### src/rtl/scic_pkg.sv
// Shared opcodes, FSM encoding and decode flags for the SCIC accumulator CPU.
// No logic; widths here are the defaults the control unit and datapath agree on.
package scic_pkg;

  localparam int PC_W_DFLT   = 5;
  localparam int OPND_W_DFLT = 16;

  localparam logic [3:0] OP_NOP = 4'h0;
  localparam logic [3:0] OP_ADD = 4'h1;
  localparam logic [3:0] OP_SHL = 4'h2;
  localparam logic [3:0] OP_SHR = 4'h3;
  localparam logic [3:0] OP_LI  = 4'h4;
  localparam logic [3:0] OP_LD  = 4'h5;
  localparam logic [3:0] OP_OR  = 4'h6;
  localparam logic [3:0] OP_ST  = 4'h7;
  localparam logic [3:0] OP_BR  = 4'h8;
  localparam logic [3:0] OP_AND = 4'h9;

  typedef enum logic [2:0] {
    ST_FETCH  = 3'd0,
    ST_DECODE = 3'd1,
    ST_MEM_RD = 3'd2,
    ST_MEM_WR = 3'd3,
    ST_EXEC   = 3'd4
  } state_e;

  typedef struct packed {
    logic needs_rd;
    logic needs_wr;
    logic is_imm;
    logic is_br;
    logic illegal;
  } dec_t;

endpackage

### src/rtl/scic_decoder.sv
// Opcode classifier shared by the sequencer and the ALU select logic.
// Purely combinational, zero latency; no flow control.
module scic_decoder
  import scic_pkg::*;
(
  input  logic [3:0] opcode,
  output dec_t       dec
);

  always_comb begin
    dec = '0;
    case (opcode)
      OP_ADD, OP_SHL, OP_SHR, OP_LD, OP_OR, OP_AND: dec.needs_rd = 1'b1;
      OP_LI:   dec.is_imm   = 1'b1;
      OP_ST:   dec.needs_wr = 1'b1;
      OP_BR:   dec.is_br    = 1'b1;
      OP_NOP:  dec          = '0;
      default: dec.illegal  = 1'b1;
    endcase
  end

endmodule

### src/rtl/scic_control_unit.sv
// Fetch/decode/execute sequencer owning PC and IR; 2-4 cycles per instruction plus memory waits.
// Memory requests hold until mem_ready; enable only gates the start of a new fetch.
module scic_control_unit
  import scic_pkg::*;
#(
  parameter int PC_W   = PC_W_DFLT,
  parameter int OPND_W = OPND_W_DFLT
) (
  input  logic              clk,
  input  logic              reset_n,
  input  logic              enable,
  output logic              rom_cs,
  output logic [PC_W-1:0]   rom_addr,
  input  logic [31:0]       rom_data,
  output logic [OPND_W-1:0] mem_addr,
  output logic              mem_rd,
  output logic              mem_wr,
  input  logic              mem_ready,
  output logic              mdr_load,
  output logic [3:0]        ac_op,
  output logic              ac_we,
  output logic [OPND_W-1:0] imm,
  output logic [PC_W-1:0]   pc,
  output logic              illegal_op,
  output logic [2:0]        state
);

  state_e            state_q, state_d;
  logic [PC_W-1:0]   pc_q, pc_d;
  logic [31:0]       ir_q, ir_d;
  dec_t              dec;

  scic_decoder u_decoder (
    .opcode (ir_q[31:28]),
    .dec    (dec)
  );

  always_ff @(posedge clk or negedge reset_n) begin
    if (!reset_n) begin
      state_q <= ST_FETCH;
      pc_q    <= '0;
      ir_q    <= '0;
    end else begin
      state_q <= state_d;
      pc_q    <= pc_d;
      ir_q    <= ir_d;
    end
  end

  always_comb begin
    state_d = state_q;
    pc_d    = pc_q;
    ir_d    = ir_q;
    case (state_q)
      ST_FETCH: begin
        if (enable) begin
          ir_d    = rom_data;
          pc_d    = pc_q + 1'b1;
          state_d = ST_DECODE;
        end
      end
      ST_DECODE: begin
        if (dec.needs_rd) begin
          state_d = ST_MEM_RD;
        end else if (dec.needs_wr) begin
          state_d = ST_MEM_WR;
        end else if (dec.is_imm) begin
          state_d = ST_EXEC;
        end else begin
          // BR, NOP and illegal opcodes all return straight to FETCH
          state_d = ST_FETCH;
          if (dec.is_br) pc_d = ir_q[PC_W-1:0];
        end
      end
      ST_MEM_RD: if (mem_ready) state_d = ST_EXEC;
      ST_MEM_WR: if (mem_ready) state_d = ST_FETCH;
      ST_EXEC:   state_d = ST_FETCH;
      default:   state_d = ST_FETCH;
    endcase
  end

  // rom_cs is qualified by reset_n because the state register already reads FETCH during reset
  assign rom_cs     = reset_n & enable & (state_q == ST_FETCH);
  assign rom_addr   = pc_q;
  assign pc         = pc_q;
  assign mem_addr   = ir_q[OPND_W-1:0];
  assign imm        = ir_q[OPND_W-1:0];
  assign mem_rd     = (state_q == ST_MEM_RD);
  assign mem_wr     = (state_q == ST_MEM_WR);
  assign mdr_load   = mem_rd & mem_ready;
  assign ac_we      = (state_q == ST_EXEC);
  assign ac_op      = ir_q[31:28];
  assign illegal_op = (state_q == ST_DECODE) & dec.illegal;
  assign state      = state_q;

endmodule

### config.mk
export PLATFORM = sky130hd
export DESIGN_NAME = scic_control_unit
export DESIGN_NICKNAME = d
export VERILOG_FILES = /design/src/rtl/scic_pkg.sv /design/src/rtl/scic_decoder.sv /design/src/rtl/scic_control_unit.sv
export SDC_FILE = /design/constraint.sdc
export NUM_CORES = 1
export LEC_CHECK = 0
export ABC_AREA = 1
export CELL_PAD_IN_SITES_DETAIL_PLACEMENT = 0
export CELL_PAD_IN_SITES_GLOBAL_PLACEMENT = 1
export CORE_UTILIZATION = 26
export CTS_CLUSTER_SIZE = 40
export DETAILED_ROUTE_END_ITERATION = 16
export GPL_TIMING_DRIVEN = 1
export PLACE_DENSITY_LB_ADDON = 0.1
export SLEW_MARGIN = 20
export SYNTH_ARGS = -nofsm -noshare
export SYNTH_HDL_FRONTEND = slang
export SYNTH_SLANG_ARGS = --single-unit
### constraint.sdc
create_clock -name clk -period 1.5 [get_ports clk]
set_input_delay 0.15 -clock clk [delete_from_list [all_inputs] [get_ports clk]]
set_output_delay 0.15 -clock clk [all_outputs]
set_load 0.01 [all_outputs]
# Word-level counts from Yosys, hierarchy flattened
# Index checks and enable logic that the tools add are counted.
# word_totals
in_bits	36
romBits	0
mem_count	0
elab_cells	54
output_inout_bits	55
ramBits	0
latch_bits	0
regBits	40
# op_classes
n_div	0
n_eq_ne	20
shifts	0
muxes	18
n_lt_le_gt_ge	0
n_reduce_logical	8
bitwise	4
mul	0
addsub	1
# op_table
op	count
5-bit two-way mux	5
3-bit two-way mux	6
4-bit by 3-bit equality test with 1-bit output, second input constant	4
3-bit one-hot mux with 4 select lines	1
2-bit != test, second input constant	5
5-bit one-hot mux with 2 select lines	1
10-bit OR reduction	1
4-bit by 2-bit equality test with 1-bit output, second input constant	2
4-bit equality test, second input constant	2
3-bit by 2-bit equality test with 1-bit output, second input constant	2
6-bit AND reduction	1
6-bit OR reduction	1
5-bit by 1-bit adder with 5-bit output, second input constant	1
1-bit two-way mux	5
1-bit AND	4
4-bit by 1-bit equality test with 1-bit output, second input constant	1
4-bit zero test	1
2-bit by 1-bit != test with 1-bit output, second input constant	2
3-bit by 1-bit equality test with 1-bit output, second input constant	1
3-bit equality test, second input constant	1
3-bit zero test	1
3-bit AND reduction	1
2-bit AND reduction	1
2-bit nonzero test	1

# Logic depth before layout (Yosys ltp)
# depth
word_depth	7
ltp_mapped	7
mapped_depth_nobuf	7

# Modules after synthesis
# From an unflattened synthesis, not the netlist that was laid out.
# hier_totals
cells_unflattened	209
hier_area_um2	1614.0
# by_module_without_submodules
mod	instances	cells_per_inst	seq_area_each_um2	area_each_um2
scic_control_unit	1	194	700.7	1541.5
scic_decoder	1	15	0.0	72.6

# Worst setup path after synthesis
# No wires, ideal clock.
# synth_timing
path_kind	reg2reg
startpoint	reg state_q[2] (netlist: state[2])
endpoint	reg ir_q[2]
slack_ps	284
path_buffers	1
stages_incl_launch_ff	8
synth_period_minus_slack_ps	1216
t_required_ps	1383
setup_time_ps	117
arrival_ps	1100
path_cell_list	dfrtp_1 -> inv_2 -> nand2_4 -> nor2_4 -> nand2_4 -> buf_4 -> nand2_1 -> nand2_1
# synth_between
elab_chain_len	2
# synth_rtl
item	line	text
start: declaration	scic_control_unit.sv:28	state_e state_q, state_d;
start signal: assignment	scic_control_unit.sv:44	state_q <= state_d;
3-bit zero test	scic_control_unit.sv:54	case (state_q)
2-bit AND reduction (no source line)	--	
end signal: assignment	scic_control_unit.sv:46	ir_q <= ir_d;
end: declaration	scic_control_unit.sv:30	logic [31:0] ir_q, ir_d;
# Every way passes these cells.
# A chain may end at the register's enable or synchronous reset.

# Worst setup path in the final report
# layout_timing
startpoint	reg pc_q[2] (netlist: pc[2])
endpoint	out pc[2]
# layout_lines
item	line	text
start: declaration	scic_control_unit.sv:29	logic [PC_W-1:0] pc_q, pc_d;
start signal: assignment	scic_control_unit.sv:45	pc_q <= pc_d;
end: declaration	scic_control_unit.sv:23	output logic [PC_W-1:0] pc,
# No word-level cell between the ends.

==> results by group <==
Run status
  • Status: completed

STA
  • Final setup viols: 0
  • Worst slew pin tran: between 300 and 400 ps
  • Setup TNS: 0 ps
  • Clock Skew: about 9.9 ps
  • RSZ-0062 raised after global routing: yes
  • Final period util: 0.955
  • Final Max Tran Viols: 0
  • Worst Hold Slack: 369 ps
  • Max Freq: around 700 MHz
  • Post-route minimum period: roughly 1400 ps
  • Hold Vio Cnt, Final: 0
  • Slew HR: 0.750

Cells and area
  • Layout cells sized above 1: 0.190
  • Commonest non-fill, non-tap cells in the layout: 69 x clkdlybuf4s50_1, 46 x nand2_1, 24 x nand3_1
  • Synth-to-layout area growth: 62.4%
  • Nets: 301
  • Multi-input gate area: 613 µm²
  • Diodes inserted: 0
  • Seq. cell area: between 700 and 800 µm²
  • Post-Layout Cell Count: approximately 340
  • Fill count: 587
  • Leading cell type in the layout, fill and taps excluded: clkdlybuf4s50_1

Power and ir drop
  • Pleak: ~1.2 nW
  • Switch share: 0.388
  • Pwr Density: 2140 nW/µm²
  • Clk pwr share: 0.114
  • Flop pwr share: 0.278
  • Peak VDD IR: around 1200 µV
  • Total power: 0.00529 W
  • Sw power: between 0.002 and 0.0025 W
  • Int Power: 0.00324 W
  • Part of the power in combinational logic: 0.608

Worst hold path
  • Min-Delay Path Class: in2async

Clock network
  • CTS tree: yes
  • CTS H-tree lvls: 1
  • CTS Sinks: 28
  • Total CTS buffers: 3
  • Skew-Pair Late Insertion Delay: roughly 280 ps
  • CTS clk-pin slew, worst paths: roughly 100 ps
  • Cts hold-fix bufs: 0
  • Longest Clk Path Bufs: 2
  • CTS Root Cell: clkbuf_8

Placed design
  • HPWL Detailed: roughly 2900 µm
  • I/O Buffers: around 80
  • Final weighted congestion in routability-driven placement: between 0.7 and 0.8
  • DP Cell Count: ~320

Floorplanning
  • Die area: ~6200 µm²
  • Row cnt: 27
  • Die Wd: ~80 µm
  • # IOs: between 90 and 100
  • Initial Utilization: 0.273
  • Area of the core: roughly 5600 µm²
  • Die Y: ~79 µm

Synth
  • Synth Area per Inst: around 8 µm²
  • Share of the synthesized area in the top cell type: 0.460
  • Yosys cell types: 19
  • Mapped Cells: 186
  • Top cells by area, synth: dfrtp_1 46%, nand2_1 12%, buf_4 11%, nand3_1 7.9%, nor2_1 3.7%
  • Mapped cell area: between 1500 and 2000 µm²
  • Synthesized Nets: 223
  • Yosys warns: 0
  • Synth area leader: dfrtp_1
  • FF+latch count, synth: 28
  • Sequential area share after synthesis: 0.460

Detailed routing
  • Routed wl met2: ~1800 µm
  • Routed vias: ~1500
  • WL met1: 1880 µm
  • Met3 wire length: 220 µm
  • Number of DRC markers in iteration 0: 53
  • Wirelength per Cell: between 10 and 15 µm
  • Uppermost layer routed: met4
  • TritonRoute pass-1 iters: 4
  • Vias per cell: ~4.3
  • Final wirelength: between 3000 and 4000 µm
  • Routed Antenna Nets: 0
  • Post-route DRC: 0

Setup path
  • Critical path class: reg2out
  • CP Capture Type: primary output
  • Stages on worst setup path: 1
  • CP max stage delay: around 550 ps
  • Worst EP arrival: 1280 ps
  • Crit start category: flop
  • Cells on worst reg2reg path: 8
  • Buf/Inv on CP: 1
  • Slowest CP cell: clkdlybuf4s50_1
  • CP top delay family: buffers and inverters
  • Worst-path fanout max: 8
  • Crit path cell chain: clkdlybuf4s50_1
  • WP data required: around 1400 ps

Run
  • Max-cap violation count: 0

Global route
  • GRT Overall Usage: 0.134
  • Gr ovfl total: 0
  • Number of global-route vias before repair: approximately 1400
  • Pin count of the biggest net entering global routing: 29
  • Antenna violations before repair: 0
  • First-pass GRT wire length: between 6000 and 7000 µm
==> path summary, 6_finish.rpt <==
kind / from / to / slack, ps
worst max-delay path: pc[2]$_DFFE_PN0P_ / pc[2] / 70
worst min-delay path: reset_n / ir_q[3]$_DFFE_PN0P_ / 370
worst max register to register: state[2]$_DFFE_PN0P_ / ir_q[10]$_DFFE_PN0P_ / 120
worst min register to register: ir_q[14]$_DFFE_PN0P_ / ir_q[14]$_DFFE_PN0P_ / 510
max in group asynchronous: reset_n / pc[0]$_DFFE_PN0P_ / 830
min in group clk: rom_data[15] / ir_q[15]$_DFFE_PN0P_ / 410
==> state kept, by name, summed over array words and instances, names as in the netlist <==
signal and cells:
state 3, ir_q 20, pc 5
==> routing by layer <==
layer,track usage,vias up
li1,-,733
met1,0.184,672
met2,0.215,49
met3,0.0337,2
met4,0.0167,0
met5,0,-
==> cell usage after synthesis <==
cell,number
dfrtp_1,28
buf_6,2
xnor2_1,1
buf_2,2
nand2_4,4
nor2_4,1
nand3_1,24
inv_1,12
buf_4,22
nor2_8,1
nand2_1,47
ha_1,1
a21oi_1,9
nand4_1,2
nor3_1,3
inv_2,3
nor4_1,1
o21ai_0,8
nor2_1,15
==> area by class of cell <==
| cell class | instances | area share |
|---|---|---|
| timing repair buffer | 99 | 0.379 |
| sequential | 28 | 0.286 |
| multi-input combinational | 117 | 0.248 |
| tap | 72 | 0.0364 |
| inverter | 15 | 0.0228 |
| clock buffer | 3 | 0.0167 |
| clock inverter | 1 | 0.0121 |
==> logic make-up (layout without fill, tap and decap cells) <==
kind of cell,count (synthesis),count (layout),share of synthesized area
compound gates,17,17,0.0558
xor+xnor,1,1,0.00575
fa+ha+maj,1,1,0.00821
buf+inv,41,118,0.167
flops,28,28,0.460
simple gates,98,98,0.304
==> power by group through the flow <==
| stage | combinational (W) | clock, W | sequential, W |
|---|---|---|---|
| after floorplan | 0.00155 | 0 | 0.00160 |
| after global placement | 0.00308 | 0 | 0.00148 |
| after detailed placement | 0.00308 | 0 | 0.00148 |
| after CTS | 0.00311 | 0.000626 | 0.00147 |
| after global routing | 0.00352 | 0.000657 | 0.00153 |
| final | 0.00322 | 0.000601 | 0.00147 |
==> stage by stage <==
step	setup WS, ps	util	area [µm²]
final	67.5	0.444	2470
after CTS	-33.2	0.431	2400
after global routing	-16.9	0.444	2470
after global placement	-125	0.415	2310
after detailed placement	-88.3	0.415	2310
after floorplan	284	-	1520
==> repair_timing <==
action	CTS	global route
buffers inserted	3	4
pin swaps	1	2
gates resized for setup	24	17
endpoints found under the setup margin	10	14
No activity file was read; power rests on OpenSTA's default activity.
